[src/rtl/fifo_wr_arbiter_if.sv]
// Write-side bundle between producers, the arbiter and the sync FIFO.
// Handshake: req[i] is valid and gnt[i] is ready; a word moves on the edge where both are high.
interface fifo_wr_arbiter_if #(
  parameter int FIFO_WIDTH = 16,
  parameter int NUM_REQ    = 4
);
  logic [NUM_REQ-1:0]            req;
  logic [NUM_REQ*FIFO_WIDTH-1:0] req_data;
  logic [NUM_REQ-1:0]            gnt;
  logic                          fifo_wr_en;
  logic [FIFO_WIDTH-1:0]         fifo_data_in;
  logic                          fifo_pop;
  logic                          fifo_overflow;

  // Environment side: producers plus the FIFO status returning credits.
  modport master (
    output req, req_data, fifo_pop, fifo_overflow,
    input  gnt, fifo_wr_en, fifo_data_in
  );

  // Arbiter side.
  modport slave (
    input  req, req_data, fifo_pop, fifo_overflow,
    output gnt, fifo_wr_en, fifo_data_in
  );
endinterface

[src/rtl/fifo_wr_arbiter.sv]
// Round-robin, credit-tracked arbiter for the sync FIFO write port.
// Optional per-requester grant counters: define FIFO_ARB_STATS_EN.
module fifo_wr_arbiter #(
  parameter int FIFO_WIDTH = 16,
  parameter int FIFO_DEPTH = 8,
  parameter int NUM_REQ    = 4
) (
  input  logic                             clk,
  input  logic                             rst,
  fifo_wr_arbiter_if.slave                 bus,
  input  logic                             clr_err,
  output logic [$clog2(FIFO_DEPTH+1)-1:0]  credits,
  output logic                             busy,
  output logic                             err,
  output logic [NUM_REQ*16-1:0]            stat_gnt_cnt,
  output logic [1:0]                       state_dbg
);

  localparam int CW = $clog2(FIFO_DEPTH + 1);
  localparam int PW = (NUM_REQ > 1) ? $clog2(NUM_REQ) : 1;
  localparam logic [CW-1:0] FULL_CREDITS = CW'(FIFO_DEPTH);
  localparam logic [PW-1:0] LAST_REQ     = PW'(NUM_REQ - 1);

  typedef enum logic [1:0] {
    ST_IDLE  = 2'd0,
    ST_GRANT = 2'd1,
    ST_STALL = 2'd2,
    ST_ERR   = 2'd3
  } state_t;

  state_t                 state, state_nx;
  logic [PW-1:0]          rr_ptr, rr_nx, win_idx;
  logic [NUM_REQ-1:0]     gnt_c;
  logic                   found;
  int                     scan_idx;
  logic                   push, any_req, acct_err, fault;
  logic [CW-1:0]          credits_nx;
  logic                   wr_en_q;
  logic [FIFO_WIDTH-1:0]  data_q;

  assign any_req  = |bus.req;
  assign acct_err = bus.fifo_pop && (credits == FULL_CREDITS);
  assign fault    = bus.fifo_overflow || acct_err;

  // Rotating scan starting at rr_ptr; gated by registered state/credits only.
  always_comb begin
    gnt_c    = '0;
    win_idx  = '0;
    found    = 1'b0;
    scan_idx = 0;
    if (!rst && state != ST_ERR && credits != '0) begin
      for (int k = 0; k < NUM_REQ; k++) begin
        scan_idx = int'(rr_ptr) + k;
        if (scan_idx >= NUM_REQ) scan_idx = scan_idx - NUM_REQ;
        if (!found && bus.req[scan_idx]) begin
          found           = 1'b1;
          gnt_c[scan_idx] = 1'b1;
          win_idx         = PW'(scan_idx);
        end
      end
    end
  end

  assign push  = found;
  assign rr_nx = (win_idx == LAST_REQ) ? '0 : win_idx + PW'(1);

  // A pop seen while all credits are free is bogus; hold the count and flag it.
  always_comb begin
    credits_nx = credits;
    if (!acct_err) begin
      if (push && !bus.fifo_pop)      credits_nx = credits - CW'(1);
      else if (!push && bus.fifo_pop) credits_nx = credits + CW'(1);
    end
  end

  always_comb begin
    state_nx = state;
    case (state)
      ST_IDLE: begin
        if (any_req) state_nx = (credits != '0) ? ST_GRANT : ST_STALL;
      end
      ST_GRANT: begin
        if (!any_req)               state_nx = ST_IDLE;
        else if (credits_nx == '0)  state_nx = ST_STALL;
      end
      ST_STALL: begin
        if (!any_req)               state_nx = ST_IDLE;
        else if (credits != '0)     state_nx = ST_GRANT;
      end
      ST_ERR: begin
        // A fresh fault in the clearing cycle keeps us parked here.
        if (clr_err && !fault)      state_nx = ST_IDLE;
      end
      default: state_nx = ST_IDLE;
    endcase
    if (state != ST_ERR && fault) state_nx = ST_ERR;
  end

  always_ff @(posedge clk or posedge rst) begin
    if (rst) begin
      state   <= ST_IDLE;
      rr_ptr  <= '0;
      credits <= FULL_CREDITS;
      err     <= 1'b0;
      wr_en_q <= 1'b0;
      data_q  <= '0;
    end else begin
      state   <= state_nx;
      credits <= credits_nx;
      err     <= (state_nx == ST_ERR);
      wr_en_q <= push;
      if (push) begin
        data_q <= bus.req_data[win_idx*FIFO_WIDTH +: FIFO_WIDTH];
        rr_ptr <= rr_nx;
      end
    end
  end

  assign bus.gnt          = gnt_c;
  assign bus.fifo_wr_en   = wr_en_q;
  assign bus.fifo_data_in = data_q;
  assign busy             = (state == ST_GRANT);
  assign state_dbg        = state;

`ifdef FIFO_ARB_STATS_EN
  for (genvar i = 0; i < NUM_REQ; i++) begin : g_stat
    logic [15:0] cnt;
    always_ff @(posedge clk or posedge rst) begin
      if (rst)                             cnt <= '0;
      else if (gnt_c[i] && cnt != 16'hFFFF) cnt <= cnt + 16'd1;
    end
    assign stat_gnt_cnt[i*16 +: 16] = cnt;
  end
`else
  assign stat_gnt_cnt = '0;
`endif

endmodule
[src/flat_wrapper.sv]
// flat-port wrapper written by rule: the top's interface ports become plain ports
module fifo_wr_arbiter_flat 
#(
  parameter int FIFO_WIDTH = 16,
  parameter int FIFO_DEPTH = 8,
  parameter int NUM_REQ    = 4
)
  (clk, rst, clr_err, credits, busy, err, stat_gnt_cnt, state_dbg, bus_req, bus_req_data, bus_fifo_pop, bus_fifo_overflow, bus_gnt, bus_fifo_wr_en, bus_fifo_data_in);
  fifo_wr_arbiter_if #(.FIFO_WIDTH(FIFO_WIDTH), .NUM_REQ(NUM_REQ)) bus_i ();
  input  logic clk;
  input  logic rst;
  input  logic clr_err;
  output logic [$clog2(FIFO_DEPTH+1)-1:0] credits;
  output logic busy;
  output logic err;
  output logic [NUM_REQ*16-1:0] stat_gnt_cnt;
  output logic [1:0] state_dbg;
  input wire logic [$bits(bus_i.req)-1:0] bus_req;
  input wire logic [$bits(bus_i.req_data)-1:0] bus_req_data;
  input wire logic [$bits(bus_i.fifo_pop)-1:0] bus_fifo_pop;
  input wire logic [$bits(bus_i.fifo_overflow)-1:0] bus_fifo_overflow;
  output wire logic [$bits(bus_i.gnt)-1:0] bus_gnt;
  output wire logic [$bits(bus_i.fifo_wr_en)-1:0] bus_fifo_wr_en;
  output wire logic [$bits(bus_i.fifo_data_in)-1:0] bus_fifo_data_in;
  assign bus_i.req = bus_req;
  assign bus_i.req_data = bus_req_data;
  assign bus_i.fifo_pop = bus_fifo_pop;
  assign bus_i.fifo_overflow = bus_fifo_overflow;
  assign bus_gnt = bus_i.gnt;
  assign bus_fifo_wr_en = bus_i.fifo_wr_en;
  assign bus_fifo_data_in = bus_i.fifo_data_in;
  fifo_wr_arbiter #(.FIFO_WIDTH(FIFO_WIDTH), .FIFO_DEPTH(FIFO_DEPTH), .NUM_REQ(NUM_REQ)) u_core (.clk(clk), .rst(rst), .bus(bus_i), .clr_err(clr_err), .credits(credits), .busy(busy), .err(err), .stat_gnt_cnt(stat_gnt_cnt), .state_dbg(state_dbg));
endmodule
[config.mk]
export PLATFORM = sky130hd
export DESIGN_NAME = fifo_wr_arbiter_flat
export DESIGN_NICKNAME = d
export VERILOG_FILES = /design/src/rtl/fifo_wr_arbiter_if.sv /design/src/rtl/fifo_wr_arbiter.sv /design/src/flat_wrapper.sv
export SDC_FILE = /design/constraint.sdc
export NUM_CORES = 1
export LEC_CHECK = 0
export CAP_MARGIN = 20
export CORE_ASPECT_RATIO = 1.4
export CORE_MARGIN = 2
export CORE_UTILIZATION = 25
export DETAILED_ROUTE_END_ITERATION = 7
export SKIP_CTS_REPAIR_TIMING = 1
export SYNTH_ARGS = -nofsm -noshare
export SYNTH_HDL_FRONTEND = slang
export SYNTH_SLANG_ARGS = --single-unit
[constraint.sdc]
create_clock -name clk -period 4 [get_ports clk]
set_clock_uncertainty 0.1 [all_clocks]
set_input_delay 0.8 -clock clk [delete_from_list [all_inputs] [get_ports clk]]
set_output_delay 0.8 -clock clk [all_outputs]
set_load 0.03 [all_outputs]
==> results.py <==
metrics = {
    "run_status": {
        "outcome": "complete, no violations",
    },
    "floorplan": {
        "num_rows": 45,
        "ios": 166,
        "start_util": 0.2584,
        "die_h_um": 129.7,
        "chipWidth_um": 93.81,
        "die_area_um2": 12170,
        "core_um2": 10920,
    },
    "worst_setup_path": {
        "crit_type": "in -> out",
        "ff2ff_setup_slack_ns": 0.74,
        "critPathLaunchType": "input port",
        "cp.arrival_ns": 2.87,
        "crit_path_max_fanout": 13,
        "cp.required_ns": 3.10,
        "end_kind": "output port",
    },
    "synthesis": {
        "synth_warnings": 0,
        "synthDominantCellAreaShare": 0.2216,
        "postSynthCellCount": 342,
        "synth_edf_count": 0,
        "synth_mux_area_frac": 0.1241,
        "synth-seq-cells": 26,
        "synth_top_family_by_area": "buffers and inverters",
        "synth-compound-area-share": 0.2168,
        "ys_seq_area_frac": 0.2309,
        "synthSimpleGateAreaFrac": 0.1250,
        "synthAdderAreaFrac": 0.03103,
        "synth_ff_type": "dfrtp_1",
        "syn-cell-area_um2": 2823,
        "ys_types": 48,
        "synth_area_leaders": "dfrtp_1 22%, buf_4 17%, mux2i_1 9.2%, inv_1 4.1%, a211oi_1 3.5%",
        "synth_top_area_cell": "dfrtp_1",
        "synth_xor_xnor_area_share": 0.01551,
        "ys_async_sr_fraction": 1.000,
        "synth.avg_cell_area_um2": 8.254,
    },
    "power_and_ir_drop": {
        "irDropWorstVdd_v": 0.0002271,
        "p_leak_nw": 1.681,
        "cellPowerDensity_nw_per_um2": 666.9,
        "p_total_mw": 2.575,
    },
    "clocking": {
        "cts-buffers-inserted": 3,
        "cts.sinks": 26,
        "clockBufferDepth": 2,
        "cts_tree": "yes",
        "htreeDepth": 1,
        "clk_latency_ns": 0.27,
        "clk_pin_slew_worst_paths_ns": 0.07,
        "cts_root_buffer": "clkbuf_16",
    },
    "global_routing": {
        "antenna_found_initial": 0,
        "grt_pass1_vias": 2360,
        "gr-total-overflow": 0,
        "grt_pass1_wl_um": 12160,
        "track_usage": 0.1270,
        "grt_max_degree": 33,
    },
    "timing": {
        "finalHoldViolations": 0,
        "slew_violations": 0,
        "worst_pin_slew_ns": 0.7893,
        "rsz0062_at_grt": "no",
        "fin_crit_sh": 0.9434,
        "post-route-min-period_ns": 3.774,
        "tns_ns": 0,
        "fmax_mhz": 265.0,
        "slew_headroom": 0.4719,
        "final-setup-viol-count": 0,
        "layout_setup_ws_ns": 0.2263,
    },
    "cells_and_area": {
        "layout-drive-gt1-share": 0.08525,
        "finalNetCount": 515,
        "insertedDiodeCount": 0,
        "final_cell_mix": "97 x clkdlybuf4s50_1, 64 x conb_1, 31 x inv_1",
        "fin_util": 0.3535,
        "regArea_um2": 651.9,
        "fillers": 1130,
        "syn2layout_area_growth_pct": 36.79,
        "fin_cells": 575,
        "multi_input_area_um2": 1697,
        "final_common_cell": "clkdlybuf4s50_1",
    },
    "place": {
        "dpl_worst_slack_ns": 0.1562,
        "dpl.hpwl_um": 6548,
        "dpl.cell_count": 571,
        "port_buffers": 101,
        "place.gp.congestion": 0.8627,
    },
    "routing": {
        "vias_per_cell": 4.562,
        "drt-pass1-iter-count": 4,
        "postRouteAntennaNets": 0,
        "num_vias": 2623,
        "drc": 0,
        "post_drt_wl_per_cell_um": 14.26,
        "drt-initial-drc-count": 88,
        "drt_wl_total_um": 8197,
    },
    "hold_path": {
        "hp-class": "reg -> reg",
    },
    "run": {
        "max_cap_violations": 0,
    },
}
==> path summary, 6_finish.rpt <==
check	startpoint	cells after the start	to
hold / removal	u_core.bus.fifo_data_in[5]	2	u_core.bus.fifo_data_in[5]
setup reg to reg	u_core.rr_ptr[1]	8	u_core.bus.fifo_data_in[3]
hold reg to reg	u_core.bus.fifo_data_in[5]	2	u_core.bus.fifo_data_in[5]
max in group asynchronous	rst	3	u_core.bus.fifo_data_in[7]
min in group asynchronous	rst	2	u_core.credits[2]
setup / recovery	bus_req[0]	8	bus_gnt[0]
==> cells by family after synthesis <==
family | Yosys count
xor gates and xnor gates | 5
other | 1
adders and majority gates | 7
buffers and inverters | 120
and+or+nand+nor | 71
AOI/OAI and AO/OA | 81
DFF | 26
muxes | 31
==> cells in the mapped netlist (all sizes together), types with 2 or more instances <==
cell type and instances:
dfrtp 25, o21ai 14, nor2 19, or3 3, a2111oi 13, a311o 2, xnor2 4, ha 7
buf 72, a211oi 13, nand3 4, nor3b 2, mux2 2, nor4 2, o22ai 3, mux4 3
or3b 2, clkbuf 16, a221oi 4, nand4 2, a22oi 4, a21o 2, o221ai 5, o211ai 11
nor2b 5, mux2i 26, inv 32, and2 3, nand2 25, a21oi 7
==> registers in the layout, indices dropped and copies added (netlist names) <==
register                 cells
u_core.bus.fifo_data_in     16
u_core.bus.fifo_wr_en        1
u_core.credits               4
u_core.err                   1
u_core.rr_ptr                2
u_core.state_dbg             2
==> report_power, final <==
| part | switching [mW] | total (mW) | internal [mW] |
|---|---|---|---|
| Clock | 0.103 | 0.303 | 0.200 |
| Sequential | 0.0978 | 0.485 | 0.388 |
| Combinational | 1.06 | 1.79 | 0.722 |
| Total | 1.27 | 2.58 | 1.31 |
==> layer usage <==
layer  vias to the layer above  share of wire  GRT usage
met1                      1226           0.39     0.1560
met5                         -              0          0
met2                       133           0.53     0.2303
met3                         9          0.069    0.01097
li1                       1255              -          -
met4                         0          0.017    0.04518
==> area by class of cell <==
| type | instances | area share |
|---|---|---|
| Inverter | 32 | 0.03111 |
| Tap cell | 141 | 0.04569 |
| Sequential cell | 26 | 0.1688 |
| Clock inverter | 1 | 0.007777 |
| Clock buffer | 3 | 0.01944 |
| Timing Repair Buffer | 113 | 0.2878 |
| Multi-Input combinational cell | 259 | 0.4394 |
==> worst max-delay path, stage by stage <==
cell and delay [ns]:
clkdlybuf4s50_1 0.61, or3_1 0.43, nor3b_1 0.19, a21oi_1 0.06, o21ai_0 0.34, a221oi_1 0.17
nor2_2 0.11, buf_4 0.16
==> stage by stage <==
stage	hold WS, ns	area, um2
6_report	0.3985	3861
2_1_floorplan	0.4763	3069
5_1_grt	0.4322	3861
4_1_cts	0.4037	3861
3_5_place_dp	0.3805	3756
3_3_place_gp	0.3716	3721
Power figures use the tool's default switching activity.
